**config.mk**
```make
export PLATFORM = sky130hd
export DESIGN_NAME = multicycle_control
export DESIGN_NICKNAME = d
export VERILOG_FILES = /design/src/rtl/mips_ctrl_pkg.sv /design/src/rtl/mem_wait_timer.sv /design/src/rtl/multicycle_control.sv
export SDC_FILE = /design/constraint.sdc
export NUM_CORES = 1
export LEC_CHECK = 0
export CORE_ASPECT_RATIO = 1.2
export CORE_MARGIN = 5
export CORE_UTILIZATION = 49
export DETAILED_ROUTE_END_ITERATION = 10
export PLACE_DENSITY = 0.87
export RECOVER_POWER = 100
export SYNTH_ARGS = -nofsm -noshare
export SYNTH_HDL_FRONTEND = slang
export SYNTH_HIERARCHICAL = 1
export SYNTH_SLANG_ARGS = --single-unit
```
**constraint.sdc**
```tcl
create_clock -name clk -period 5.2 [get_ports clk]
set_input_delay 1.04 -clock clk [delete_from_list [all_inputs] [get_ports clk]]
set_output_delay 1.04 -clock clk [all_outputs]
set_load 0.005 [all_outputs]
```
**src/rtl/mips_ctrl_pkg.sv**
```systemverilog
// Shared encodings for the multicycle MIPS control path: FSM states, opcodes,
// OpALU / ALUSrcB / PCSource codes (OpALU codes are also consumed by ULAControl).
package mips_ctrl_pkg;

   typedef enum logic [3:0] {
      S_FETCH  = 4'd0,
      S_DECODE = 4'd1,
      S_MEMADR = 4'd2,
      S_MEMRD  = 4'd3,
      S_MEMWB  = 4'd4,
      S_MEMWR  = 4'd5,
      S_EXEC   = 4'd6,
      S_ALUWB  = 4'd7,
      S_BRANCH = 4'd8,
      S_JUMP   = 4'd9,
      S_ADDIEX = 4'd10,
      S_ADDIWB = 4'd11,
      S_TRAP   = 4'd12
   } state_e;

   localparam logic [5:0] OP_RTYPE = 6'b000000;
   localparam logic [5:0] OP_LW    = 6'b100011;
   localparam logic [5:0] OP_SW    = 6'b101011;
   localparam logic [5:0] OP_BEQ   = 6'b000100;
   localparam logic [5:0] OP_J     = 6'b000010;
   localparam logic [5:0] OP_ADDI  = 6'b001000;

   localparam logic [1:0] ALUOP_ADD   = 2'b00;
   localparam logic [1:0] ALUOP_SUB   = 2'b01;
   localparam logic [1:0] ALUOP_FUNCT = 2'b10;

   localparam logic [1:0] SRCB_REG     = 2'b00;
   localparam logic [1:0] SRCB_FOUR    = 2'b01;
   localparam logic [1:0] SRCB_IMM     = 2'b10;
   localparam logic [1:0] SRCB_IMM_SH2 = 2'b11;

   localparam logic [1:0] PCSRC_ALU    = 2'b00;
   localparam logic [1:0] PCSRC_ALUOUT = 2'b01;
   localparam logic [1:0] PCSRC_JUMP   = 2'b10;

   typedef struct packed {
      logic [1:0] op_alu;
      logic       alu_src_a;
      logic [1:0] alu_src_b;
      logic [1:0] pc_source;
      logic       pc_write;
      logic       pc_write_cond;
      logic       iord;
      logic       mem_read;
      logic       mem_write;
      logic       ir_write;
      logic       reg_dst;
      logic       mem_to_reg;
      logic       reg_write;
      logic       instr_done;
      logic       mem_err;
   } ctrl_t;

   function automatic logic is_legal_op(input logic [5:0] op);
      return op inside {OP_RTYPE, OP_LW, OP_SW, OP_BEQ, OP_J, OP_ADDI};
   endfunction

   // Illegal opcodes fall through to FETCH; the trap build overrides this.
   function automatic state_e decode_target(input logic [5:0] op);
      case (op)
         OP_LW, OP_SW: return S_MEMADR;
         OP_RTYPE:     return S_EXEC;
         OP_BEQ:       return S_BRANCH;
         OP_J:         return S_JUMP;
         OP_ADDI:      return S_ADDIEX;
         default:      return S_FETCH;
      endcase
   endfunction

endpackage

```
**src/rtl/mem_wait_timer.sv**
```systemverilog
// Memory wait counter: counts mem_ready-low cycles in a wait state and flags the
// cycle where the count reaches MEM_TIMEOUT with memory still not ready (0 = never).
module mem_wait_timer #(
   parameter int MEM_TIMEOUT = 16
) (
   input  logic clk,
   input  logic rst_n,
   input  logic active,
   input  logic mem_ready,
   input  logic clear,
   output logic timeout
);

   localparam int CNT_W = (MEM_TIMEOUT < 2) ? 1 : $clog2(MEM_TIMEOUT + 1);
   localparam int LIMIT = (MEM_TIMEOUT > 0) ? MEM_TIMEOUT - 1 : 0;

   logic [CNT_W-1:0] cnt;

   always_ff @(posedge clk or negedge rst_n) begin
      if (!rst_n) begin
         cnt <= '0;
      end else if (clear) begin
         cnt <= '0;
      end else if (active && !mem_ready) begin
         cnt <= cnt + CNT_W'(1);
      end
   end

   // The limit is hit in the cycle whose increment would reach MEM_TIMEOUT.
   assign timeout = (MEM_TIMEOUT != 0) && active && !mem_ready &&
                    (cnt == CNT_W'(LIMIT));

endmodule

```
**src/rtl/multicycle_control.sv**
```systemverilog
// Multicycle MIPS main control FSM: Moore strobes per state, mem_ready-gated fetch/load/store,
// wait timeout via mem_wait_timer. ILLEGAL_TRAP_EN adds a sticky TRAP state and illegal_op.
module multicycle_control
   import mips_ctrl_pkg::*;
#(
   parameter int MEM_TIMEOUT = 16,
   parameter int STATE_W     = 4
) (
   input  logic               clk,
   input  logic               rst_n,
   input  logic [5:0]         opcode,
   input  logic               zero,
   input  logic               mem_ready,
   output logic [1:0]         OpALU,
   output logic               ALUSrcA,
   output logic [1:0]         ALUSrcB,
   output logic [1:0]         PCSource,
   output logic               pc_en,
   output logic               IorD,
   output logic               MemRead,
   output logic               MemWrite,
   output logic               IRWrite,
   output logic               RegDst,
   output logic               MemtoReg,
   output logic               RegWrite,
   output logic               instr_done,
   output logic               mem_err,
   output logic [STATE_W-1:0] state
`ifdef ILLEGAL_TRAP_EN
   ,
   output logic               illegal_op
`endif
);

   state_e state_q;
   state_e state_d;
   ctrl_t  c;
   ctrl_t  c_out;
   logic   illegal_d;
   logic   wait_active;
   logic   timeout;
   logic   clear;

   always_ff @(posedge clk or negedge rst_n) begin
      if (!rst_n) begin
         state_q <= S_FETCH;
      end else begin
         state_q <= state_d;
      end
   end

   assign wait_active = (state_q == S_FETCH) || (state_q == S_MEMRD) ||
                        (state_q == S_MEMWR);
   // Any state change (or a timeout re-entering FETCH) counts as a fresh entry.
   assign clear = (state_d != state_q) || timeout;

   mem_wait_timer #(
      .MEM_TIMEOUT (MEM_TIMEOUT)
   ) u_timer (
      .clk       (clk),
      .rst_n     (rst_n),
      .active    (wait_active),
      .mem_ready (mem_ready),
      .clear     (clear),
      .timeout   (timeout)
   );

   always_comb begin
      c         = '0;
      illegal_d = 1'b0;
      state_d   = state_q;
      case (state_q)
         S_FETCH: begin
            c.mem_read  = 1'b1;
            c.alu_src_b = SRCB_FOUR;
            c.op_alu    = ALUOP_ADD;
            c.pc_source = PCSRC_ALU;
            if (timeout) begin
               c.mem_err = 1'b1;
               state_d   = S_FETCH;
            end else if (mem_ready) begin
               c.ir_write = 1'b1;
               c.pc_write = 1'b1;
               state_d    = S_DECODE;
            end
         end
         S_DECODE: begin
            c.alu_src_b = SRCB_IMM_SH2;
            c.op_alu    = ALUOP_ADD;
            state_d     = decode_target(opcode);
`ifdef ILLEGAL_TRAP_EN
            if (!is_legal_op(opcode)) begin
               state_d = S_TRAP;
            end
`endif
         end
         S_MEMADR: begin
            c.alu_src_a = 1'b1;
            c.alu_src_b = SRCB_IMM;
            c.op_alu    = ALUOP_ADD;
            state_d     = (opcode == OP_LW) ? S_MEMRD : S_MEMWR;
         end
         S_MEMRD: begin
            c.mem_read = 1'b1;
            c.iord     = 1'b1;
            if (timeout) begin
               c.mem_err = 1'b1;
               state_d   = S_FETCH;
            end else if (mem_ready) begin
               state_d = S_MEMWB;
            end
         end
         S_MEMWB: begin
            c.reg_write  = 1'b1;
            c.mem_to_reg = 1'b1;
            c.instr_done = 1'b1;
            state_d      = S_FETCH;
         end
         S_MEMWR: begin
            c.mem_write = 1'b1;
            c.iord      = 1'b1;
            if (timeout) begin
               c.mem_err = 1'b1;
               state_d   = S_FETCH;
            end else if (mem_ready) begin
               c.instr_done = 1'b1;
               state_d      = S_FETCH;
            end
         end
         S_EXEC: begin
            c.alu_src_a = 1'b1;
            c.alu_src_b = SRCB_REG;
            c.op_alu    = ALUOP_FUNCT;
            state_d     = S_ALUWB;
         end
         S_ALUWB: begin
            c.reg_write  = 1'b1;
            c.reg_dst    = 1'b1;
            c.instr_done = 1'b1;
            state_d      = S_FETCH;
         end
         S_BRANCH: begin
            c.alu_src_a     = 1'b1;
            c.alu_src_b     = SRCB_REG;
            c.op_alu        = ALUOP_SUB;
            c.pc_write_cond = 1'b1;
            c.pc_source     = PCSRC_ALUOUT;
            c.instr_done    = 1'b1;
            state_d         = S_FETCH;
         end
         S_JUMP: begin
            c.pc_write   = 1'b1;
            c.pc_source  = PCSRC_JUMP;
            c.instr_done = 1'b1;
            state_d      = S_FETCH;
         end
         S_ADDIEX: begin
            c.alu_src_a = 1'b1;
            c.alu_src_b = SRCB_IMM;
            c.op_alu    = ALUOP_ADD;
            state_d     = S_ADDIWB;
         end
         S_ADDIWB: begin
            c.reg_write  = 1'b1;
            c.instr_done = 1'b1;
            state_d      = S_FETCH;
         end
`ifdef ILLEGAL_TRAP_EN
         S_TRAP: begin
            illegal_d = 1'b1;
            state_d   = S_TRAP;
         end
`endif
         default: begin
            state_d = S_FETCH;
         end
      endcase
   end

   // Reset forces every output low combinationally, even before the first edge.
   assign c_out = rst_n ? c : '0;

   assign OpALU      = c_out.op_alu;
   assign ALUSrcA    = c_out.alu_src_a;
   assign ALUSrcB    = c_out.alu_src_b;
   assign PCSource   = c_out.pc_source;
   assign pc_en      = c_out.pc_write | (c_out.pc_write_cond & zero);
   assign IorD       = c_out.iord;
   assign MemRead    = c_out.mem_read;
   assign MemWrite   = c_out.mem_write;
   assign IRWrite    = c_out.ir_write;
   assign RegDst     = c_out.reg_dst;
   assign MemtoReg   = c_out.mem_to_reg;
   assign RegWrite   = c_out.reg_write;
   assign instr_done = c_out.instr_done;
   assign mem_err    = c_out.mem_err;
   assign state      = STATE_W'(state_q);

`ifdef ILLEGAL_TRAP_EN
   assign illegal_op = rst_n & illegal_d;
`else
   logic unused_illegal;
   assign unused_illegal = illegal_d;
`endif

endmodule

```
==> results.toml <==
[status]
status = "finished, final reports clean"

[route]
routed_wl_um = 2370
drc = 0
wire_per_inst_um = 14.2
routed_via_density = 6.08
ant_nets = 0
firstDrtPassIters = 4
dr_total_vias = 1016
dr.first_iter.drc_count = 28

[die]
rows = 17
start_util_pct = 51.3
dieHeight_um = 57.9
die_x_um = 50.0
coreArea_mm2 = 0.00183
ios = 31
die_area_mm2 = 0.00289

[pwr]
p_sw_mw = 0.0702
power_frac_clock_pct = 26.3
pwr-share-seq_pct = 40.9
p_sw_share_pct = 34.2
ir_worst_vdd_mv = 0.100
power.internal_mw = 0.135
p_leak_nw = 0.556
pwr_density_cell_mw_per_mm2 = 167
p_comb_share_pct = 32.8

[cells_and_area]
fin_area_mm2 = 0.00123
fin_util_pct = 67.1
register_area_um2 = 225
nFillCells = 156
num_antenna_cells = 0
syn2layout_area_growth_pct = 30.8
multi_input_area_um2 = 633
num-nets-final = 161
layout-drive-gt1-share_pct = 4.73

[logic_synthesis]
synth_common_cells = "nor2_1, nor3_1, dfrtp_1"
synth_edf_count = 0
yosys_warnings = 6
ys.flop_type = "dfrtp_1"
synth_area_leaders = "dfrtp_1, nor2_1, nor3_1"
synthCells = 122
synthArstFlopShare_pct = 100
synth_most_common_cell = "nor2_1"
synth_cell_type_count = 45
ys_seq_area_share_pct = 24.0
yosysTopAreaCellShare_pct = 24.0
syn_area_um2 = 938
syn_area_per_cell_um2 = 7.69
syn_nets = 134
yosysTopAreaCell = "dfrtp_1"
ys_seq_elements = 9

[clock_network]
cts.htree.levels = 1
root_buffer = "clkbuf_4"
clkSinkCount = 9
cts_buffer_depth = 2
cts_made_buffers = 3
postCtsResizedCells = 0
insertion_delay_ns = 0.26
holdBufCountCts = 0
cts_tree = "done"
path_clk_slew_ns = 0.06
cts_setup_buffers = 0

[timing]
hold_ws_ns = 0.571
setup_tns_ns = 0
skew_ns = 0.00159
slew_headroom_pct = 54.6
hold_viol = 0
tightestPinTransition_ns = 0.679
layout_min_cycle_time_ns = 4.58
rsz0062_at_grt = "false"
fin_ws_ns = 0.616
setup_viol = 0
fin_crit_sh_pct = 88.2
slew_viol_final = 0
fmax_ghz = 0.218

[job]
maxCapViolCount = 0

[grt]
antenna_found_initial = 0
grt_start_max_net_pins = 22
gr-total-overflow = 0
grt_pass1_wl_um = 4060
grtUsageTotal_pct = 17.1
grt_pass1_vias = 892

[worst_setup_path]
startpoint_type = "flop"
worstPathMaxFanout = 17
required_ns = 4.16
end_kind = "output port"
arrival_ns = 3.54
setup.worst_path.class = "reg2out"

[placed_design]
dp_hpwl_um = 1860
portBuffers = 30
gp_congestion = 0.847
placed_area_mm2 = 0.00121
post-place-ws_ns = 0.908

[worst_hold_path]
hold_class = "reg2reg"
[layer usage]
metal  global-route usage (%)  share of wire [%]  vias to the layer above
li1                         -                  -                      493
met1                     23.2                 44                      476
met2                     27.3                 49                       45
met3                     3.86                6.2                        2
met4                     4.49               0.72                        0
met5                        0                  0                        -
[area by class of cell]
type,instances,area share (%)
clock buffers,4,2.14
inverters,5,1.53
repair buffers,30,24.5
flip-flops and latches,9,18.3
multi-input cells,100,51.6
well taps,19,1.94
[critical path, stage by stage (launching register included)]
cell	delay [ns]
dfrtp_1	0.69
and2b_1	0.29
nor3_1	0.14
a21oi_1	0.06
nor2_1	0.19
nor2b_1	0.49
and2_0	0.38
nand2b_1	0.21
a21oi_1	0.08
nor2_1	0.10
nor3_1	0.05
dlygate4sd3_1	0.58
[per-stage QoR]
stage | std cells | total power, mW
4_1_cts | 167 | 0.212
5_1_grt | 167 | 0.222
3_3_place_gp | 163 | 0.155
3_5_place_dp | 163 | 0.157
6_report | 167 | 0.205
2_1_floorplan | 122 | 0.129
[cells in the final DEF (no fill, tap or decap), types with 2 or more instances in the layout]
| cell type | synthesis | routed |
|---|---|---|
| xor2_1 | 2 | 2 |
| o21ai_0 | 5 | 6 |
| clkbuf_4 | 0 | 3 |
| dfrtp_1 | 9 | 9 |
| nor2_1 | 18 | 18 |
| and3_1 | 6 | 6 |
| nor4b_1 | 2 | 2 |
| dlygate4sd3_1 | 0 | 23 |
| o211ai_1 | 2 | 2 |
| a21oi_1 | 6 | 6 |
| nor3_1 | 11 | 11 |
| nand2b_1 | 3 | 3 |
| nor2b_1 | 4 | 5 |
| inv_1 | 4 | 4 |
| nand2_1 | 6 | 6 |
| nor4_1 | 3 | 3 |
| xnor2_1 | 2 | 2 |
| clkdlybuf4s50_1 | 0 | 7 |
| or3_1 | 2 | 2 |
| o22ai_1 | 2 | 2 |
| ha_1 | 2 | 2 |
| mux2i_1 | 2 | 2 |
[worst paths after layout]
kind	startpoint	end	slack [ns]	cells past startpoint
min in group asynchronous	rst_n	u_timer/cnt[2]	1.26	1
hold / removal	u_timer/cnt[4]	u_timer/cnt[4]	0.57	2
setup reg to reg	state[1]	u_timer/cnt[3]	1.63	13
setup / recovery	state[1]	instr_done	0.62	11
max in group asynchronous	rst_n	state[1]	3.51	1
hold reg to reg	u_timer/cnt[4]	u_timer/cnt[4]	0.57	2
[state kept, by name (all words and copies together), names as in the netlist]
name	cells
u_timer/cnt	5
state	4
[logic make-up (layout without fill, tap and decap cells)]
logic type / Yosys count / after routing / synth area share (%)
fa+ha+maj: 2 / 2 / 2.67
mux: 3 / 3 / 3.73
buf+inv: 13 / 39 / 7.33
simple gates: 64 / 64 / 39.9
flops: 9 / 9 / 24.0
compound gates: 27 / 27 / 18.7
xor+xnor: 4 / 4 / 3.73
[power groups by stage]
stage | combinational [mW] | clock, mW | sequential (mW)
floorplan | 0.0502 | 0 | 0.0789
global placement | 0.0696 | 0 | 0.0849
detailed placement | 0.0715 | 0 | 0.0851
CTS | 0.0719 | 0.0561 | 0.0839
global route | 0.0746 | 0.0623 | 0.0849
finish | 0.0674 | 0.0541 | 0.0839
Note: power is estimated with default switching activity, not from simulation.
